[src/rtl/ads5296_link_trainer.sv]
// ads5296_link_trainer: automatic word-alignment trainer for the ADS5296x4
// deserialiser. Compares every lane against a test pattern and bitslips
// misaligned lanes in parallel until each locks or exhausts its slips.
// Optional feature macro: ADS5296_LINK_ERRCNT_EN (post-lock error counters).
// Ports:
//   sclk2_in     rising-edge clock for all logic
//   rst_n        asynchronous active-low reset
//   din          10-bit lane words, lane i at [10*i+9:10*i]
//   din_valid    din qualifier
//   pattern      expected test-pattern word
//   train_start  rising edge starts (or restarts) training
//   lane_sel     lane whose error count appears on err_cnt
//   bitslip      per-lane slip request to the deserialiser
//   lane_locked  lane matched a full check window
//   lane_failed  lane exhausted its slip budget
//   train_busy   training in progress
//   train_done   training finished
//   err_cnt      registered error count of lane_sel (0 without the macro)
module ads5296_link_trainer #(
    parameter int G_NUM_LANES     = 16,
    parameter int G_SETTLE_CYCLES = 64,
    parameter int G_CHECK_CYCLES  = 1024,
    parameter int G_MAX_SLIPS     = 10,
    parameter int G_SLIP_HOLD     = 4
) (
    input  logic                           sclk2_in,
    input  logic                           rst_n,
    input  logic [10*G_NUM_LANES-1:0]      din,
    input  logic                           din_valid,
    input  logic [9:0]                     pattern,
    input  logic                           train_start,
    input  logic [$clog2(G_NUM_LANES)-1:0] lane_sel,
    output logic [G_NUM_LANES-1:0]         bitslip,
    output logic [G_NUM_LANES-1:0]         lane_locked,
    output logic [G_NUM_LANES-1:0]         lane_failed,
    output logic                           train_busy,
    output logic                           train_done,
    output logic [15:0]                    err_cnt
);

    localparam int L_MAX0 = (G_SETTLE_CYCLES > G_CHECK_CYCLES) ?
                            G_SETTLE_CYCLES : G_CHECK_CYCLES;
    localparam int L_MAX  = (L_MAX0 > G_SLIP_HOLD) ? L_MAX0 : G_SLIP_HOLD;
    localparam int L_CW   = $clog2(L_MAX + 1);

    localparam logic [L_CW-1:0] L_SETTLE_LAST = L_CW'(G_SETTLE_CYCLES - 1);
    localparam logic [L_CW-1:0] L_CHECK_LAST  = L_CW'(G_CHECK_CYCLES - 1);
    localparam logic [L_CW-1:0] L_HOLD_LAST   = L_CW'(G_SLIP_HOLD - 1);
    localparam logic [3:0]      L_MAX_SLIPS   = 4'(G_MAX_SLIPS);

    typedef enum logic [2:0] {
        S_IDLE,
        S_SETTLE,
        S_CHECK,
        S_EVAL,
        S_SLIP,
        S_DONE
    } state_t;

    state_t                 r_state;
    state_t                 w_state_nxt;
    logic [L_CW-1:0]        r_cnt;
    logic                   w_cnt_adv;
    logic                   r_start_q;
    logic                   w_start;
    logic                   w_busy;
    logic                   w_done;
    logic [G_NUM_LANES-1:0] w_mis;
    logic [G_NUM_LANES-1:0] w_slip_req;
    logic [G_NUM_LANES-1:0] r_flag;
    logic [G_NUM_LANES-1:0] r_locked;
    logic [G_NUM_LANES-1:0] r_failed;
    logic [G_NUM_LANES-1:0] r_bitslip;
    logic [3:0]             r_slip_cnt [G_NUM_LANES];

    assign w_busy  = (r_state != S_IDLE) && (r_state != S_DONE);
    assign w_done  = (r_state == S_DONE);
    // Start edges arriving mid-run are dropped, not queued.
    assign w_start = train_start & ~r_start_q & ~w_busy;

    always_comb begin
        w_mis      = '0;
        w_slip_req = '0;
        for (int i = 0; i < G_NUM_LANES; i++) begin
            w_mis[i]      = (din[10*i +: 10] != pattern);
            w_slip_req[i] = r_flag[i] & ~r_locked[i] & ~r_failed[i] &
                            (r_slip_cnt[i] < L_MAX_SLIPS);
        end
    end

    always_ff @(posedge sclk2_in or negedge rst_n) begin
        if (!rst_n) begin
            r_state <= S_IDLE;
        end else begin
            r_state <= w_state_nxt;
        end
    end

    always_comb begin
        w_state_nxt = r_state;
        w_cnt_adv   = 1'b0;
        unique case (r_state)
            S_IDLE, S_DONE: begin
                if (w_start) w_state_nxt = S_SETTLE;
            end
            S_SETTLE: begin
                w_cnt_adv = din_valid;
                if (din_valid && r_cnt == L_SETTLE_LAST)
                    w_state_nxt = S_CHECK;
            end
            S_CHECK: begin
                w_cnt_adv = din_valid;
                if (din_valid && r_cnt == L_CHECK_LAST)
                    w_state_nxt = S_EVAL;
            end
            S_EVAL: begin
                w_state_nxt = (|w_slip_req) ? S_SLIP : S_DONE;
            end
            S_SLIP: begin
                w_cnt_adv = 1'b1;
                if (r_cnt == L_HOLD_LAST) w_state_nxt = S_SETTLE;
            end
            default: begin
                w_state_nxt = S_IDLE;
            end
        endcase
    end

    // One shared counter: restarts on every state change.
    always_ff @(posedge sclk2_in or negedge rst_n) begin
        if (!rst_n) begin
            r_cnt     <= '0;
            r_start_q <= 1'b0;
        end else begin
            r_start_q <= train_start;
            if (w_state_nxt != r_state) begin
                r_cnt <= '0;
            end else if (w_cnt_adv) begin
                r_cnt <= r_cnt + L_CW'(1);
            end
        end
    end

    always_ff @(posedge sclk2_in or negedge rst_n) begin
        if (!rst_n) begin
            r_flag <= '0;
        end else if (r_state != S_SETTLE && w_state_nxt == S_SETTLE) begin
            r_flag <= '0;
        end else if (r_state == S_CHECK && din_valid) begin
            r_flag <= r_flag | w_mis;
        end
    end

    always_ff @(posedge sclk2_in or negedge rst_n) begin
        if (!rst_n) begin
            r_locked <= '0;
            r_failed <= '0;
            for (int i = 0; i < G_NUM_LANES; i++) r_slip_cnt[i] <= 4'd0;
        end else if (w_start) begin
            r_locked <= '0;
            r_failed <= '0;
            for (int i = 0; i < G_NUM_LANES; i++) r_slip_cnt[i] <= 4'd0;
        end else if (r_state == S_EVAL) begin
            for (int i = 0; i < G_NUM_LANES; i++) begin
                if (!r_locked[i] && !r_failed[i]) begin
                    if (!r_flag[i]) begin
                        r_locked[i] <= 1'b1;
                    end else if (w_slip_req[i]) begin
                        r_slip_cnt[i] <= r_slip_cnt[i] + 4'd1;
                    end else begin
                        r_failed[i] <= 1'b1;
                    end
                end
            end
        end
    end

    // Slip mask captured leaving EVAL, held for the whole SLIP state.
    always_ff @(posedge sclk2_in or negedge rst_n) begin
        if (!rst_n) begin
            r_bitslip <= '0;
        end else if (r_state == S_EVAL && w_state_nxt == S_SLIP) begin
            r_bitslip <= w_slip_req;
        end else if (w_state_nxt != S_SLIP) begin
            r_bitslip <= '0;
        end
    end

`ifdef ADS5296_LINK_ERRCNT_EN
    logic [15:0] r_errc [G_NUM_LANES];
    logic [15:0] r_err_cnt;

    always_ff @(posedge sclk2_in or negedge rst_n) begin
        if (!rst_n) begin
            for (int i = 0; i < G_NUM_LANES; i++) r_errc[i] <= 16'h0000;
        end else if (w_start) begin
            for (int i = 0; i < G_NUM_LANES; i++) r_errc[i] <= 16'h0000;
        end else begin
            for (int i = 0; i < G_NUM_LANES; i++) begin
                if (w_done && r_locked[i] && din_valid && w_mis[i] &&
                    r_errc[i] != 16'hFFFF) begin
                    r_errc[i] <= r_errc[i] + 16'd1;
                end
            end
        end
    end

    always_ff @(posedge sclk2_in or negedge rst_n) begin
        if (!rst_n) begin
            r_err_cnt <= 16'h0000;
        end else if (int'(lane_sel) < G_NUM_LANES) begin
            r_err_cnt <= r_errc[lane_sel];
        end else begin
            r_err_cnt <= 16'h0000;
        end
    end

    assign err_cnt = r_err_cnt;
`else
    logic w_unused_sel;
    assign w_unused_sel = ^lane_sel;
    assign err_cnt      = 16'h0000;
`endif

    assign bitslip     = r_bitslip;
    assign lane_locked = r_locked;
    assign lane_failed = r_failed;
    assign train_busy  = w_busy;
    assign train_done  = w_done;

endmodule

[config.mk]
export PLATFORM = sky130hd
export DESIGN_NAME = ads5296_link_trainer
export DESIGN_NICKNAME = d
export VERILOG_FILES = /design/src/rtl/ads5296_link_trainer.sv
export SDC_FILE = /design/constraint.sdc
export NUM_CORES = 1
export LEC_CHECK = 0
export CAP_MARGIN = 0
export CORE_MARGIN = 2
export CORE_UTILIZATION = 44
export DETAILED_ROUTE_END_ITERATION = 12
export GPL_TIMING_DRIVEN = 0
export PLACE_DENSITY_LB_ADDON = 0.05
export SLEW_MARGIN = 30
export SYNTH_ARGS = -nofsm -noshare
export SYNTH_HDL_FRONTEND = slang
export SYNTH_SLANG_ARGS = --single-unit
[constraint.sdc]
create_clock -name sclk2_in -period 1.9 [get_ports sclk2_in]
set_input_delay 0.38 -clock sclk2_in [delete_from_list [all_inputs] [get_ports sclk2_in]]
set_output_delay 0.38 -clock sclk2_in [all_outputs]
set_load 0.01 [all_outputs]
== Word-level counts from Yosys, hierarchy flattened ==
Cells that the tools add are included.
Operators by class
  order comparisons: 16
  bitwise gates (word level): 85
  equal/unequal tests: 62
  multiplexer cells: 147
  $add $sub $neg: 17
  reductions and logical operators: 159
Operators by type and width (number)
  4-bit two-way mux: 48
  10-bit != test: 16
  16-bit two-way mux: 8
  64-bit two-way mux: 2
  4-bit AND reduction: 32
  2-bit nonzero test: 52
  1-bit two-way mux: 81
  4-bit by 1-bit adder with 4-bit output, second input constant: 16
  4-bit < comparator, second input constant: 16
  2-bit != test, second input constant: 32
  1-bit AND: 50
  3-bit AND reduction: 16
  1-bit inverter: 34
  1-bit logical NOT: 32
  1-bit logical AND: 22
  11-bit two-way mux: 2
  16-bit OR: 1
  16-bit OR reduction: 1
  3-bit case mux with 5 select lines: 1
  3-bit two-way mux: 4
  11-bit by 1-bit adder with 11-bit output, second input constant: 1
  11-bit by 10-bit == test with 1-bit output, second input constant: 1
  11-bit by 2-bit == test with 1-bit output, second input constant: 1
  11-bit by 6-bit == test with 1-bit output, second input constant: 1
  other kinds (10): 16
Word-level totals
  logic and storage cells: 539
  bits of input ports: 178
  bits in registers: 143

== Logic depth before layout (Yosys ltp) ==
  word-level depth: 10
  depth in mapped cells: 7

== Worst setup path after synthesis ==
OpenSTA, ideal clock, no wires.
  kind: register -> register
  from: reg r_cnt[6]
  to: reg r_cnt[0]
  path slack: 0.078 ns
  data required time: 1.777 ns
  setup time: 0.123 ns
  data arrival time: 1.699 ns
  stages on the path, launching flop included: 7
  buffers on the path: 1
  path through: dfrtp_1 -> or4_1 -> and4bb_2 -> nor3_1 -> nor3_2 -> buf_4 -> nor3_1
Between the ends
  longest elaborated chain between the ends: 6
  elaborated cells on any way between the ends: 12
Ends and longest elaborated chain
  start: declaration: RTL line 62  | logic [L_CW-1:0] r_cnt;
  start signal: assignment: RTL line 139  | r_cnt <= r_cnt + L_CW'(1);
  11-bit by 10-bit == test with 1-bit output or 11-bit by 6-bit == test with 1-bit output (tied branches): RTL line 113, 108
  1-bit logical AND, on equally long branches: RTL line 113, 108
  3-bit two-way mux, on equally long branches: RTL line 113, 108
  3-bit case mux with 5 select lines (*): RTL line 102  | unique case (r_state)
  3-bit != test (*): RTL line 136  | if (w_state_nxt != r_state) begin
  11-bit two-way mux or 2-bit nonzero test (tied branches)
Every way passes the cells marked *; elsewhere a longest branch is shown, timed or not.
A chain may end at the register's enable or synchronous reset.

== Worst setup path in the final report ==
  from: reg r_cnt[6]
  to: reg r_cnt[9]
Between the ends
  longest elaborated chain between the ends: 6
  elaborated cells on any way between the ends: 14
Ends and longest elaborated chain (RTL line)
  11-bit by 10-bit == test with 1-bit output or 11-bit by 6-bit == test with 1-bit output (tied branches): 113, 108
  1-bit logical AND, on equally long branches: 113, 108
  3-bit two-way mux, on equally long branches: 113, 108
  3-bit case mux with 5 select lines: 102
  3-bit != test: 136
  11-bit two-way mux or 2-bit nonzero test (tied branches)
Several ways; a longest one is shown, not always the timed one. The select of a mux whose other input is x is not followed.

==> implementation parameters <==
Parameter                              Value

Synthesis
  Count of flip-flops with a built-in enable after synthesis ... 0
  Gate Count Post-Synth ... 871
  Cell types with the largest area share after synthesis ... sky130_fd_sc_hd__dfrtp_1, sky130_fd_sc_hd__xor2_1, sky130_fd_sc_hd__nor2_1
  List of most frequent post-synthesis cells ... sky130_fd_sc_hd__xor2_1, sky130_fd_sc_hd__dfrtp_1, sky130_fd_sc_hd__nor2_1
  Area share of the leading cell type in the synthesized netlist ... 0.419
  Unique cell type count in the Yosys netlist ... 49
  Average cell area after synthesis ... 9.80 sq um
  Flip-flop and latch count after synthesis ... 143
  Top FF cell, synth ... sky130_fd_sc_hd__dfrtp_1
  Top-count cell post-synth ... sky130_fd_sc_hd__xor2_1
  Cell area after technology mapping ... 8540 sq um
  Async set or reset register ratio after synthesis ... 1.00
  Sequential area share after synthesis ... 0.419
  Yosys top cell by area ... sky130_fd_sc_hd__dfrtp_1
  Yosys warnings ... 0

Setup path
  Data required time of the critical path ... 2.21 ns
  Top cell family by delay on the critical path ... simple AND/OR/NAND/NOR gates
  Worst-case reg-to-reg path depth ... 7
  CP peak stage delay ... 0.55 ns
  Crit Reg-Reg Endpoint ... r_cnt[9]
  Arrival time of data at the critical path endpoint ... 2.30 ns
  Number of buffers and inverters on the critical path ... 2
  Slowest cell on crit path ... sky130_fd_sc_hd__or4_4
  Startpoint types ... register
  Worst Path Class, Setup ... register to register
  Critical Path, Cell by Cell ... or4_4 > nor2_2 > a31oi_1 > a21oi_2 > buf_4 > buf_6 > nor3_2
  R2r startpoint ... r_cnt[6]
  Worst-path maximum fanout ... 5
  Slack of the worst reg-to-reg path ... -0.09 ns
  Sort of element at the end of the critical path ... register

GRT
  GR Overflow Total ... 0
  Number of antenna violations at the first check in global routing ... 0
  Pin count of the biggest net entering global routing ... 73
  Global-route wire length before repair ... 42000 microns
  Met3 capacity usage during global routing ... 0.0460
  Met1 GRT Util ... 0.375
  Number of global-route vias before repair ... 7485
  Busiest layer in global routing ... met2
  Total routing resource utilization after global routing ... 0.273
  Met2 usage in global routing ... 0.449

STA
  Number of pins with negative max-slew slack in the final report ... 0
  Peak Freq ... 502 MHz
  Clock period minus final worst setup slack ... 1.99 ns
  Final number of hold-violating endpoints ... 0
  Slew at the pin with the worst max-slew slack ... 0.607 ns
  Max Clock Skew ... 0.0127 ns
  Post-layout worst setup margin ... -0.0929 ns
  Final Cycle Share ... 1.05
  Total setup violations reported at the end of the flow ... 46
  Worst slew margin relative to its limit ... 0.595
  RSZ-0062 raised after global routing ... yes

Status
  Failing checks ... negative setup slack
  Outcome ... finished with violations

Floorplanning
  Standard cell core area ... 18900 sq um
  Vert. Die Dim ... 143 microns
  Top Ports ... 244
  Starting Density ... 0.452
  Die area ... 20500 sq um
  Die width ... 143 microns
  Total number of placement rows ... 50

Placement
  Final RePlAce weighted congestion ... 0.892
  Detailed-placement wirelength estimate ... 19900 microns
  Post-placement cell area ... 11100 sq um
  Port buffer count ... 213

Routing
  DRC ... 0
  Routed len/inst ... 19.7 microns
  Number of nets with antenna violations after detailed routing ... 0
  DRT iter0 DRCs ... 421
  Post-detailed-routing wire length ... 28400 microns
  Pre-Repair DR Iteration Count ... 5
  Per-cell via count in the routed design ... 5.29
  DR vias ... 7630

Power
  Power density of the placed cells ... 686 nW/um^2
  Total power after layout ... 8.75 mW
  Peak supply drop ... 0.729 mV
  Leakage power of the design ... 5.57 nW

Finish
  Final-layout fill cell count ... 1504
  Layout-stage area growth over the synthesis result ... 49.4%
  Area occupied by registers ... 3590 sq um
  Number of diodes added for antenna fixing ... 0
  Ratio of cells with drive above 1 in the final layout ... 0.194
  Multi-input gate area ... 4990 sq um
  Post-layout nets ... 1364
  Summed area of non-filler cells in the final layout ... 12800 sq um

Clock network
  Clock latency on the worst-skew pair ... 0.42 ns
  Cell at the root of the clock tree ... sky130_fd_sc_hd__clkbuf_16
  Clock-pin transition on the worst setup and hold timing paths ... 0.06 ns
  CTS H-tree lvls ... 4
  TritonCTS clock tree ... done
  Max Buffers Root-to-Sink ... 2
  Number of sinks handled by clock tree synthesis ... 143
  Num CTS Buffers ... 17

Flow run
  Maximum capacitance violations ... 0

Hold path
  Class of the tightest hold or removal check ... input pin to async pin
## power by group
| group | switching [mW] | leakage, nW | internal [mW] |
|---|---|---|---|
| clock network | 1.23 | 0.297 | 2.14 |
| logic | 0.829 | 3.34 | 1.00 |
| registers | 0.275 | 1.93 | 3.28 |
## worst max-delay path by stage
stage                     startpoint  slack (ns)  cells after the start         endpoint
after detailed placement  pattern[2]       -0.63                      7        r_flag[5]
after CTS                  r_cnt[10]       -0.08                      6       r_flag[12]
after global placement         rst_n       -5.48                      1  lane_failed[13]
after global routing        r_cnt[6]       -0.16                      7         r_cnt[9]
final                       r_cnt[6]       -0.09                      7         r_cnt[9]
after floorplan             r_cnt[6]        0.08                      6         r_cnt[0]
## kinds of logic after synthesis
family	count (synthesis)	share of synthesized area
multiplexers	15	0.0186
buffers and inverters	66	0.0445
XOR/XNOR	196	0.201
AO/OA/AOI/OAI	118	0.0889
other	1	0.000439
flip-flops	143	0.419
adder cells (fa/ha/maj)	17	0.0249
AND/OR/NAND/NOR	315	0.202
## final cells by class
type                       count  share of cell area
multi-input combinational    677               0.391
sequential                   143               0.281
timing repair buffer         266               0.215
clock buffer                  27              0.0410
buffer                        59              0.0382
tap                          260              0.0255
clock inverter                 5             0.00588
inverter                       5             0.00147
## what timing repair did
action | 4_1_cts | 5_1_grt
endpoints found under the setup margin | 138 | 143
gates cloned | 4 | 4
resized for setup | 78 | 88
hold endpoints to repair | 14 | 0
pin swaps | 47 | 31
hold buffers | 1 | 0
buffers inserted | 29 | 13
## metrics by stage
| step | instances | hold slack, ns | setup slack (ns) | setup TNS, ns | utilization |
|---|---|---|---|---|---|
| 2_1_floorplan | 886 | 0.0844 | 0.0779 | 0 | - |
| 3_3_place_gp | 1359 | 0.459 | -5.48 | -823.75 | 0.585 |
| 3_5_place_dp | 1361 | 0.211 | -0.626 | -40.15 | 0.588 |
| 4_1_cts | 1426 | 0.373 | -0.0784 | -1.39 | 0.649 |
| 5_1_grt | 1442 | 0.374 | -0.159 | -5.04 | 0.675 |
| 6_report | 1442 | 0.370 | -0.0929 | -2.46 | 0.675 |
## sequential cells by signal (all words and copies together) (netlist names)
register     cells
r_flag          16
lane_failed     16
r_cnt           11
r_start_q        1
bitslip         16
lane_locked     16
r_state          3
r_slip_cnt      64
## metal layers
layer	vias to the layer above	share of wire
met3	35	0.051
met1	3786	0.45
met2	224	0.48
met5	-	0
met4	0	0.022
li1	3585	-
## cells in the final DEF (no fill, tap or decap), types with 8 or more instances in the layout
cell	count
sky130_fd_sc_hd__clkdlybuf4s50_1	209
sky130_fd_sc_hd__xor2_1	155
sky130_fd_sc_hd__dfrtp_1	136
sky130_fd_sc_hd__nor2_1	111
sky130_fd_sc_hd__a21oi_1	54
sky130_fd_sc_hd__buf_4	49
sky130_fd_sc_hd__xnor2_1	41
sky130_fd_sc_hd__nor4_1	33
sky130_fd_sc_hd__nand2_1	25
sky130_fd_sc_hd__nor2_2	21
sky130_fd_sc_hd__clkbuf_16	21
sky130_fd_sc_hd__nand4_1	19
sky130_fd_sc_hd__ha_1	17
sky130_fd_sc_hd__buf_6	16
sky130_fd_sc_hd__nand2b_1	16
sky130_fd_sc_hd__a41oi_1	16
sky130_fd_sc_hd__conb_1	16
sky130_fd_sc_hd__o21a_1	15
sky130_fd_sc_hd__nor3_1	15
sky130_fd_sc_hd__nor4_4	13
sky130_fd_sc_hd__clkbuf_1	13
sky130_fd_sc_hd__buf_2	11
sky130_fd_sc_hd__nor3_2	11
sky130_fd_sc_hd__nand3_1	10
sky130_fd_sc_hd__nor2_4	10
sky130_fd_sc_hd__buf_12	9
sky130_fd_sc_hd__a21o_1	8
sky130_fd_sc_hd__mux2i_1	8
No activity file was read; power rests on OpenSTA's default activity.
